===== config.mk =====
export PLATFORM = sky130hd
export DESIGN_NAME = aes_inv_round_lin
export DESIGN_NICKNAME = d
export VERILOG_FILES = /design/src/rtl/aes_inv_round_lin.sv
export SDC_FILE = /design/constraint.sdc
export NUM_CORES = 1
export LEC_CHECK = 0
export BUFFER_PORTS_ARGS = -buffer_cell sky130_fd_sc_hd__buf_4
export CAP_MARGIN = 25
export CORE_UTILIZATION = 50
export CTS_CLUSTER_DIAMETER = 50
export DETAILED_ROUTE_END_ITERATION = 8
export PLACE_DENSITY = 0.71
export SLEW_MARGIN = 20
export SYNTH_ARGS = -nofsm -noshare
export SYNTH_HDL_FRONTEND = slang
export SYNTH_SLANG_ARGS = --single-unit

===== constraint.sdc =====
create_clock -name clk -period 4.7 [get_ports clk]
set_clock_uncertainty 0.05 [all_clocks]
set_input_delay 1.175 -clock clk [delete_from_list [all_inputs] [get_ports clk]]
set_output_delay 1.175 -clock clk [all_outputs]
set_load 0.02 [all_outputs]

===== src/rtl/aes_inv_round_lin.sv =====
// Linear half of an AES decrypt round: InvShiftRows -> AddRoundKey -> InvMixColumns.
// Build option AES_INV_PAR_MIX_EN: mix all four columns in one cycle instead of one per cycle.
//
// state | meaning
// IDLE  | waiting for input (in_ready high after the first post-reset edge)
// XK    | work <= InvShiftRows(state) ^ key
// MIX   | InvMixColumns, column-serial (or all columns at once with the macro)
// HOLD  | out_valid raised one cycle after entry, held until out_ready
module aes_inv_round_lin #(
    parameter int STATE_W = 128,
    parameter bit KEY_EN  = 1'b1
) (
    input  logic               clk,
    input  logic               rst_n,
    input  logic               in_valid,
    output logic               in_ready,
    input  logic [STATE_W-1:0] in_state,
    input  logic [STATE_W-1:0] in_key,
    input  logic               in_last,
    output logic               out_valid,
    input  logic               out_ready,
    output logic [STATE_W-1:0] out_state
);

    if (STATE_W != 128) begin : g_bad_width
        $error("aes_inv_round_lin: STATE_W must be 128");
    end

    typedef enum logic [1:0] {S_IDLE, S_XK, S_MIX, S_HOLD} state_t;

    state_t             r_fsm;
    logic [STATE_W-1:0] r_state;
    logic [STATE_W-1:0] r_key;
    logic               r_last;
    logic [STATE_W-1:0] r_work;
    logic               r_in_ready;
    logic               r_out_valid;
`ifndef AES_INV_PAR_MIX_EN
    logic [1:0]         r_col;
    logic [31:0]        w_col_in;
    logic [31:0]        w_col_out;
`endif

    logic [STATE_W-1:0] w_shift;
    logic [STATE_W-1:0] w_xk;
    logic [STATE_W-1:0] w_mixed;

    function automatic logic [7:0] f_xt(input logic [7:0] a);
        return {a[6:0], 1'b0} ^ (a[7] ? 8'h1b : 8'h00);
    endfunction

    function automatic logic [31:0] f_inv_mix(input logic [31:0] col);
        logic [3:0][7:0] a, m9, mb, md, me;
        logic [7:0]      x2, x4, x8;
        a  = '0; m9 = '0; mb = '0; md = '0; me = '0;
        for (int r = 0; r < 4; r++) begin
            a[r]  = col[31-8*r -: 8];
            x2    = f_xt(a[r]);
            x4    = f_xt(x2);
            x8    = f_xt(x4);
            m9[r] = x8 ^ a[r];
            mb[r] = x8 ^ x2 ^ a[r];
            md[r] = x8 ^ x4 ^ a[r];
            me[r] = x8 ^ x4 ^ x2;
        end
        return {me[0] ^ mb[1] ^ md[2] ^ m9[3],
                me[1] ^ mb[2] ^ md[3] ^ m9[0],
                me[2] ^ mb[3] ^ md[0] ^ m9[1],
                me[3] ^ mb[0] ^ md[1] ^ m9[2]};
    endfunction

    // Row r of column c takes the byte from column (c - r) mod 4
    always_comb begin
        w_shift = '0;
        for (int c = 0; c < 4; c++) begin
            for (int r = 0; r < 4; r++) begin
                w_shift[127-8*(4*c+r) -: 8] = r_state[127-8*(4*((c-r+4)%4)+r) -: 8];
            end
        end
    end

    assign w_xk = w_shift ^ (KEY_EN ? r_key : '0);

`ifdef AES_INV_PAR_MIX_EN
    assign w_mixed = {f_inv_mix(r_work[127:96]), f_inv_mix(r_work[95:64]),
                      f_inv_mix(r_work[63:32]),  f_inv_mix(r_work[31:0])};
`else
    always_comb begin
        w_col_in = r_work[127:96];
        case (r_col)
            2'd0: w_col_in = r_work[127:96];
            2'd1: w_col_in = r_work[95:64];
            2'd2: w_col_in = r_work[63:32];
            2'd3: w_col_in = r_work[31:0];
            default: w_col_in = r_work[127:96];
        endcase
    end

    assign w_col_out = f_inv_mix(w_col_in);

    always_comb begin
        w_mixed = r_work;
        case (r_col)
            2'd0: w_mixed[127:96] = w_col_out;
            2'd1: w_mixed[95:64]  = w_col_out;
            2'd2: w_mixed[63:32]  = w_col_out;
            2'd3: w_mixed[31:0]   = w_col_out;
            default: w_mixed = r_work;
        endcase
    end
`endif

    always_ff @(posedge clk or negedge rst_n) begin
        if (!rst_n) begin
            r_fsm       <= S_IDLE;
            r_state     <= '0;
            r_key       <= '0;
            r_last      <= 1'b0;
            r_work      <= '0;
            r_in_ready  <= 1'b0;
            r_out_valid <= 1'b0;
`ifndef AES_INV_PAR_MIX_EN
            r_col       <= 2'd0;
`endif
        end else begin
            case (r_fsm)
                S_IDLE: begin
                    // in_ready lags reset release by one edge, so accept only once it is high
                    if (in_valid && r_in_ready) begin
                        r_state    <= in_state;
                        r_key      <= in_key;
                        r_last     <= in_last;
                        r_in_ready <= 1'b0;
                        r_fsm      <= S_XK;
                    end else begin
                        r_in_ready <= 1'b1;
                    end
                end
                S_XK: begin
                    r_work <= w_xk;
`ifndef AES_INV_PAR_MIX_EN
                    r_col  <= 2'd0;
`endif
                    r_fsm  <= r_last ? S_HOLD : S_MIX;
                end
                S_MIX: begin
                    r_work <= w_mixed;
`ifdef AES_INV_PAR_MIX_EN
                    r_fsm  <= S_HOLD;
`else
                    if (r_col == 2'd3) begin
                        r_col <= 2'd0;
                        r_fsm <= S_HOLD;
                    end else begin
                        r_col <= r_col + 2'd1;
                    end
`endif
                end
                S_HOLD: begin
                    if (!r_out_valid) begin
                        r_out_valid <= 1'b1;
                    end else if (out_ready) begin
                        r_out_valid <= 1'b0;
                        r_in_ready  <= 1'b1;
                        r_fsm       <= S_IDLE;
                    end
                end
                default: r_fsm <= S_IDLE;
            endcase
        end
    end

    assign in_ready  = r_in_ready;
    assign out_valid = r_out_valid;
    assign out_state = r_work;

endmodule


Word level (Yosys, flattened, before mapping)
Index checks and enable logic that the tools add are counted.
{"block": "totals", "out_inout_bits": 130, "wordCells": 118, "reg_bits": 391, "inputBits": 261}
{"block": "op_classes", "n_reduce_logical": 12, "eq_ne": 13, "addsub": 1, "muxes": 32, "n_bitwise": 49}
{"op": "8-bit bitwise XOR", "count": 36}
{"op": "128-bit case mux with 2 select lines", "count": 1}
{"op": "32-bit 2-to-1 mux", "count": 4}
{"op": "32-bit case mux with 4 select lines", "count": 1}
{"op": "128-bit bitwise XOR", "count": 1}
{"op": "8-bit by 5-bit bitwise XOR with 8-bit output", "count": 12}
{"op": "5-bit 2-to-1 mux", "count": 12}
{"op": "2-bit 2-to-1 mux", "count": 5}
{"op": "2-bit AND reduction", "count": 5}
{"op": "2-bit == test (second input constant)", "count": 4}
{"op": "2-bit != test (second input constant)", "count": 4}
{"op": "2-bit case mux with 4 select lines", "count": 1}
{"op": "1-bit 2-to-1 mux", "count": 6}
{"op": "2-bit by 1-bit != test with 1-bit output (second input constant)", "count": 3}
{"op": "2-bit by 1-bit == test with 1-bit output (second input constant)", "count": 2}
{"op": "2-bit logical NOT", "count": 2}
{"op": "2-bit case mux with 2 select lines", "count": 1}
{"op": "4-bit AND reduction", "count": 1}
{"op": "2-bit nonzero test", "count": 2}
{"op": "3-bit AND reduction", "count": 1}
{"op": "2-bit by 1-bit adder with 2-bit output (second input constant)", "count": 1}
{"op": "1-bit case mux with 2 select lines", "count": 1}
{"op": "1-bit logical AND", "count": 1}

Longest topological paths before layout
{"block": "depth", "depth_word": 15, "ltp_mapped": 14, "depth_no_buf": 10}

Worst setup path before layout
OpenSTA, ideal clock, no wires.
{"block": "synth_path", "kind": "flip-flop to flip-flop", "from": "register r_col[0]", "to": "register r_work[52] (netlist: out_state[52])", "path_slack_ns": 1.251, "required_time_ns": 4.581, "stages_incl_launch_ff": 12, "n_path_buf": 2, "synth_period_minus_slack_ns": 3.449, "setup_ns": 0.069, "arrival_time_ns": 3.330, "path_cell_list": "dfrtp_1 -> inv_1 -> ha_1 -> buf_6 -> buf_4 -> a222oi_1 -> xor2_1 -> o21ai_0 -> xor2_1 -> xnor3_2 -> or4_1 -> nand3_1"}
{"block": "synth_between", "elab_chain_len": 13, "elab_cells_between_ends": 42, "classes_between": "eq/ne (4); mux (14); bitwise (22); reduce/logical (2)"}
{"item": "start, declared", "line": "39", "source": "logic [1:0] r_col;"}
{"item": "start signal, assigned", "line": "155", "source": "r_col <= r_col + 2'd1;"}
{"item": "2-bit == test (tied with other cells)", "line": "90", "source": "case (r_col)"}
{"item": "32-bit case mux with 4 select lines", "line": "90"}
{"item": "8-bit by 5-bit bitwise XOR with 8-bit output", "line": "49", "source": "return {a[6:0], 1'b0} ^ (a[7] ? 8'h1b : 8'h00);"}
{"item": "5-bit 2-to-1 mux or 8-bit by 5-bit bitwise XOR with 8-bit output (tied branches)", "line": "49"}
{"item": "8-bit by 5-bit bitwise XOR with 8-bit output or 5-bit 2-to-1 mux (tied branches)", "line": "49"}
{"item": "8-bit by 5-bit bitwise XOR with 8-bit output", "line": "49"}
{"item": "8-bit bitwise XOR (on tied branches) (2 in series)", "line": "64, 62"}
{"item": "8-bit bitwise XOR (3 in series)", "line": "67", "source": "me[1] ^ mb[2] ^ md[3] ^ m9[0],"}
{"item": "32-bit 2-to-1 mux", "line": "103", "source": "case (r_col)"}
{"item": "128-bit case mux with 2 select lines", "line": "126", "source": "case (r_fsm)"}
{"item": "end signal, assigned", "line": "140", "source": "r_work <= w_xk;"}
{"item": "end signal, assigned", "line": "147", "source": "r_work <= w_mixed;"}
{"item": "end, declared", "line": "35", "source": "logic [STATE_W-1:0] r_work;"}
Several ways; a longest one is shown, not always the timed one. The select of a mux whose other input is x is not followed.
A chain may end at the register's enable or synchronous reset.

Worst setup path after layout
{"block": "layout_path", "from": "register r_col[0]", "to": "register r_work[84] (netlist: out_state[84])"}
{"block": "layout_between", "elab_chain_len": 13, "elab_cells_between_ends": 42, "classes_between": "eq/ne (4); mux (14); bitwise (22); reduce/logical (2)"}
{"item": "2-bit == test (tied with other cells)", "line": "90"}
{"item": "32-bit case mux with 4 select lines", "line": "90"}
{"item": "8-bit by 5-bit bitwise XOR with 8-bit output", "line": "49"}
{"item": "5-bit 2-to-1 mux or 8-bit by 5-bit bitwise XOR with 8-bit output (tied branches)", "line": "49"}
{"item": "8-bit by 5-bit bitwise XOR with 8-bit output or 5-bit 2-to-1 mux (tied branches)", "line": "49"}
{"item": "8-bit by 5-bit bitwise XOR with 8-bit output", "line": "49"}
{"item": "8-bit bitwise XOR (on tied branches) (2 in series)", "line": "64, 62"}
{"item": "8-bit bitwise XOR (3 in series)", "line": "67"}
{"item": "32-bit 2-to-1 mux", "line": "103"}
{"item": "128-bit case mux with 2 select lines", "line": "126"}
Several ways; a longest one is shown, not always the timed one. The select of a mux whose other input is x is not followed.

==> impl_metrics.json <==
{
  "yosys_warnings": 0,
  "final_core_util_pct": 63.9,
  "nNetsFinal": 2516,
  "synth_area_leaders": "dfrtp_1 (47%), mux2_2 (14%), xnor2_1 (8.5%)",
  "holdPathStages": 2,
  "timing.rr.start": "r_col[0]",
  "synthesis.nets": 2131,
  "synth.most_common_cell": "dfrtp_1",
  "cts_tree": "built",
  "required_ns": 5.17,
  "drt-initial-drc-count": 1641,
  "synth_seq_cells": 391,
  "grt_max_degree": 119,
  "synth_area_sq_um": 20700,
  "reg2reg_to": "out_state[84]",
  "ioPinCount": 391,
  "hpwlAfterDp_um": 55300,
  "clk_path_buf_depth": 3,
  "ys_top_cells_by_count": "dfrtp_1 (391), mux2_2 (258), xnor2_1 (202), xor2_1 (197), nand2_1 (137)",
  "hold_viol_final": 0,
  "clk_latency_ns": 0.59,
  "async_flop_share_pct": 100,
  "fmax_mhz": 225,
  "tightest_slew_ns": 1.18,
  "viasPerCell": 5.72,
  "vias": 16089,
  "io_buffer_count": 390,
  "arrival_ns": 4.92,
  "grt_pass1_vias": 16547,
  "htree_levels": 2,
  "fin_setup_tns_ns": 0,
  "rsz0062_at_grt": "no",
  "numCtsBuffers": 46,
  "slew_viol_final": 0,
  "synth.top_cell.area_share_pct": 47.2,
  "start_util_pct": 50.8,
  "coreArea_sq_um": 40800,
  "crit_type": "flip-flop to flip-flop",
  "grt_usage_pct": 34.7,
  "synth-main-ff-cell": "dfrtp_1",
  "synth.avg_cell_area_sq_um": 11.1,
  "synth.distinct_cells": 47,
  "antenna_cells": 0,
  "post-route-period-util_pct": 94.7,
  "min_from": "out_state[47]",
  "drive_above_1_share_pct": 35.9,
  "setup_violations": 0,
  "cp_max_fo": 24,
  "reg2regPathDepth": 10,
  "gp_congestion": 1.04,
  "cts_root_buf": "clkbuf_16",
  "end_kind": "flip-flop",
  "routed_wirelength_um": 72600,
  "ant_nets": 0,
  "antenna_found_initial": 2,
  "wire_per_inst_um": 25.8,
  "dieArea_sq_um": 42300,
  "grt_overflow": 0,
  "relSlewSlack_pct": 21.3,
  "outcome": "finished clean",
  "die-height_um": 206,
  "rrSetupSlack_ns": 0.25,
  "whs_endpoint": "out_state[47]",
  "hp-class": "flip-flop to flip-flop",
  "synth_top_area_cell": "dfrtp_1",
  "drt-pass1-iter-count": 7,
  "start_kind": "flip-flop",
  "syn_inst": 1861,
  "drc": 0,
  "cap_violations": 0,
  "seq_area_frac_synth_pct": 47.2,
  "clk_pin_slew_ns": 0.06,
  "area_delta_synth_final_pct": 25.8,
  "grt_first_pass_wirelength_um": 106000,
  "rows": 74,
  "fin_crit_ns": 4.45,
  "synth-edff-count": 0,
  "die-width_um": 206,
  "cts_sinks": 391
}
-- how the worst max path moves through the flow --
stage | from | end | slack, ns | cells after the start
global placement | r_col[0] | out_state[110] | 0.22 | 11
finish | r_col[0] | out_state[84] | 0.25 | 10
floorplan | r_col[0] | out_state[52] | 1.25 | 11
CTS | r_col[0] | out_state[28] | 0.20 | 9
detailed placement | r_col[0] | out_state[110] | 0.23 | 11
global route | r_col[0] | out_state[77] | 0.12 | 10
-- cell type report --
cell class | instances | area [sq um]
fillers | 3262 | 14700
clock buffers | 59 | 1250
inverters | 8 | 30.0
well taps | 532 | 666
repair buffers | 473 | 3660
multi-input cells | 1326 | 10400
flip-flops and latches | 391 | 9780
clock inverters | 22 | 282
-- metal layers --
metal | global-route usage [%] | up-vias | share of wire (%)
met1 | 45.4 | 8061 | 40
met3 | 7.71 | 157 | 8.7
li1 | - | 7144 | -
met2 | 55.6 | 727 | 47
met4 | 14.0 | 0 | 4.0
met5 | 0 | - | 0
-- critical path: stages, from the launching register on --
cell      delay [ns]
dfrtp_1         0.39
inv_1           0.10
ha_2            0.40
a222oi_1        1.09
xor2_1          0.21
xnor2_1         0.30
xnor2_1         0.08
o21ai_0         0.55
xnor3_2         0.59
or4_1           0.53
nand3_1         0.09
-- metrics by stage --
step,hold slack (ns),std cells,area (sq um),worst slack (ns)
final,0.465,2811,26100,0.249
after global routing,0.480,2811,26100,0.117
after CTS,0.464,2806,26100,0.197
after detailed placement,0.451,2725,24500,0.232
after global placement,0.442,2723,24500,0.221
after floorplan,0.430,1861,20700,1.25
-- flip-flops by register name (all words and copies together), names as in the netlist --
name	count
r_state	128
r_fsm	2
in_ready	1
r_col	2
out_valid	1
r_last	1
r_key	128
out_state	128
-- repair_timing --
item                       CTS  global route
setup buffers                0             4
gates resized for setup      0             0
hold buffers                 0             0
setup endpoints to repair    0             6
-- logic make-up after synthesis --
family | after synthesis | share of synthesized area, %
buf+inv | 144 | 2.94
flops | 391 | 47.2
fa+ha+maj | 9 | 0.543
xor+xnor | 419 | 19.0
compound gates | 305 | 9.07
simple gates | 312 | 6.07
mux | 281 | 15.2
-- layout by cell type (no fill, tap or decap), types with 32 or more instances in the layout --
cell type and instances:
nor2_1 133, o21ai_0 103, clkbuf_16 46, xnor2_1 202, xor2_1 197, buf_4 460
a222oi_1 32, dfrtp_1 391, o31ai_1 54, mux2_2 258, nand2_1 137, a21oi_1 65
Power is not shown: default switching activity piles up to over one toggle a cycle in this logic, so the estimate is an artifact.
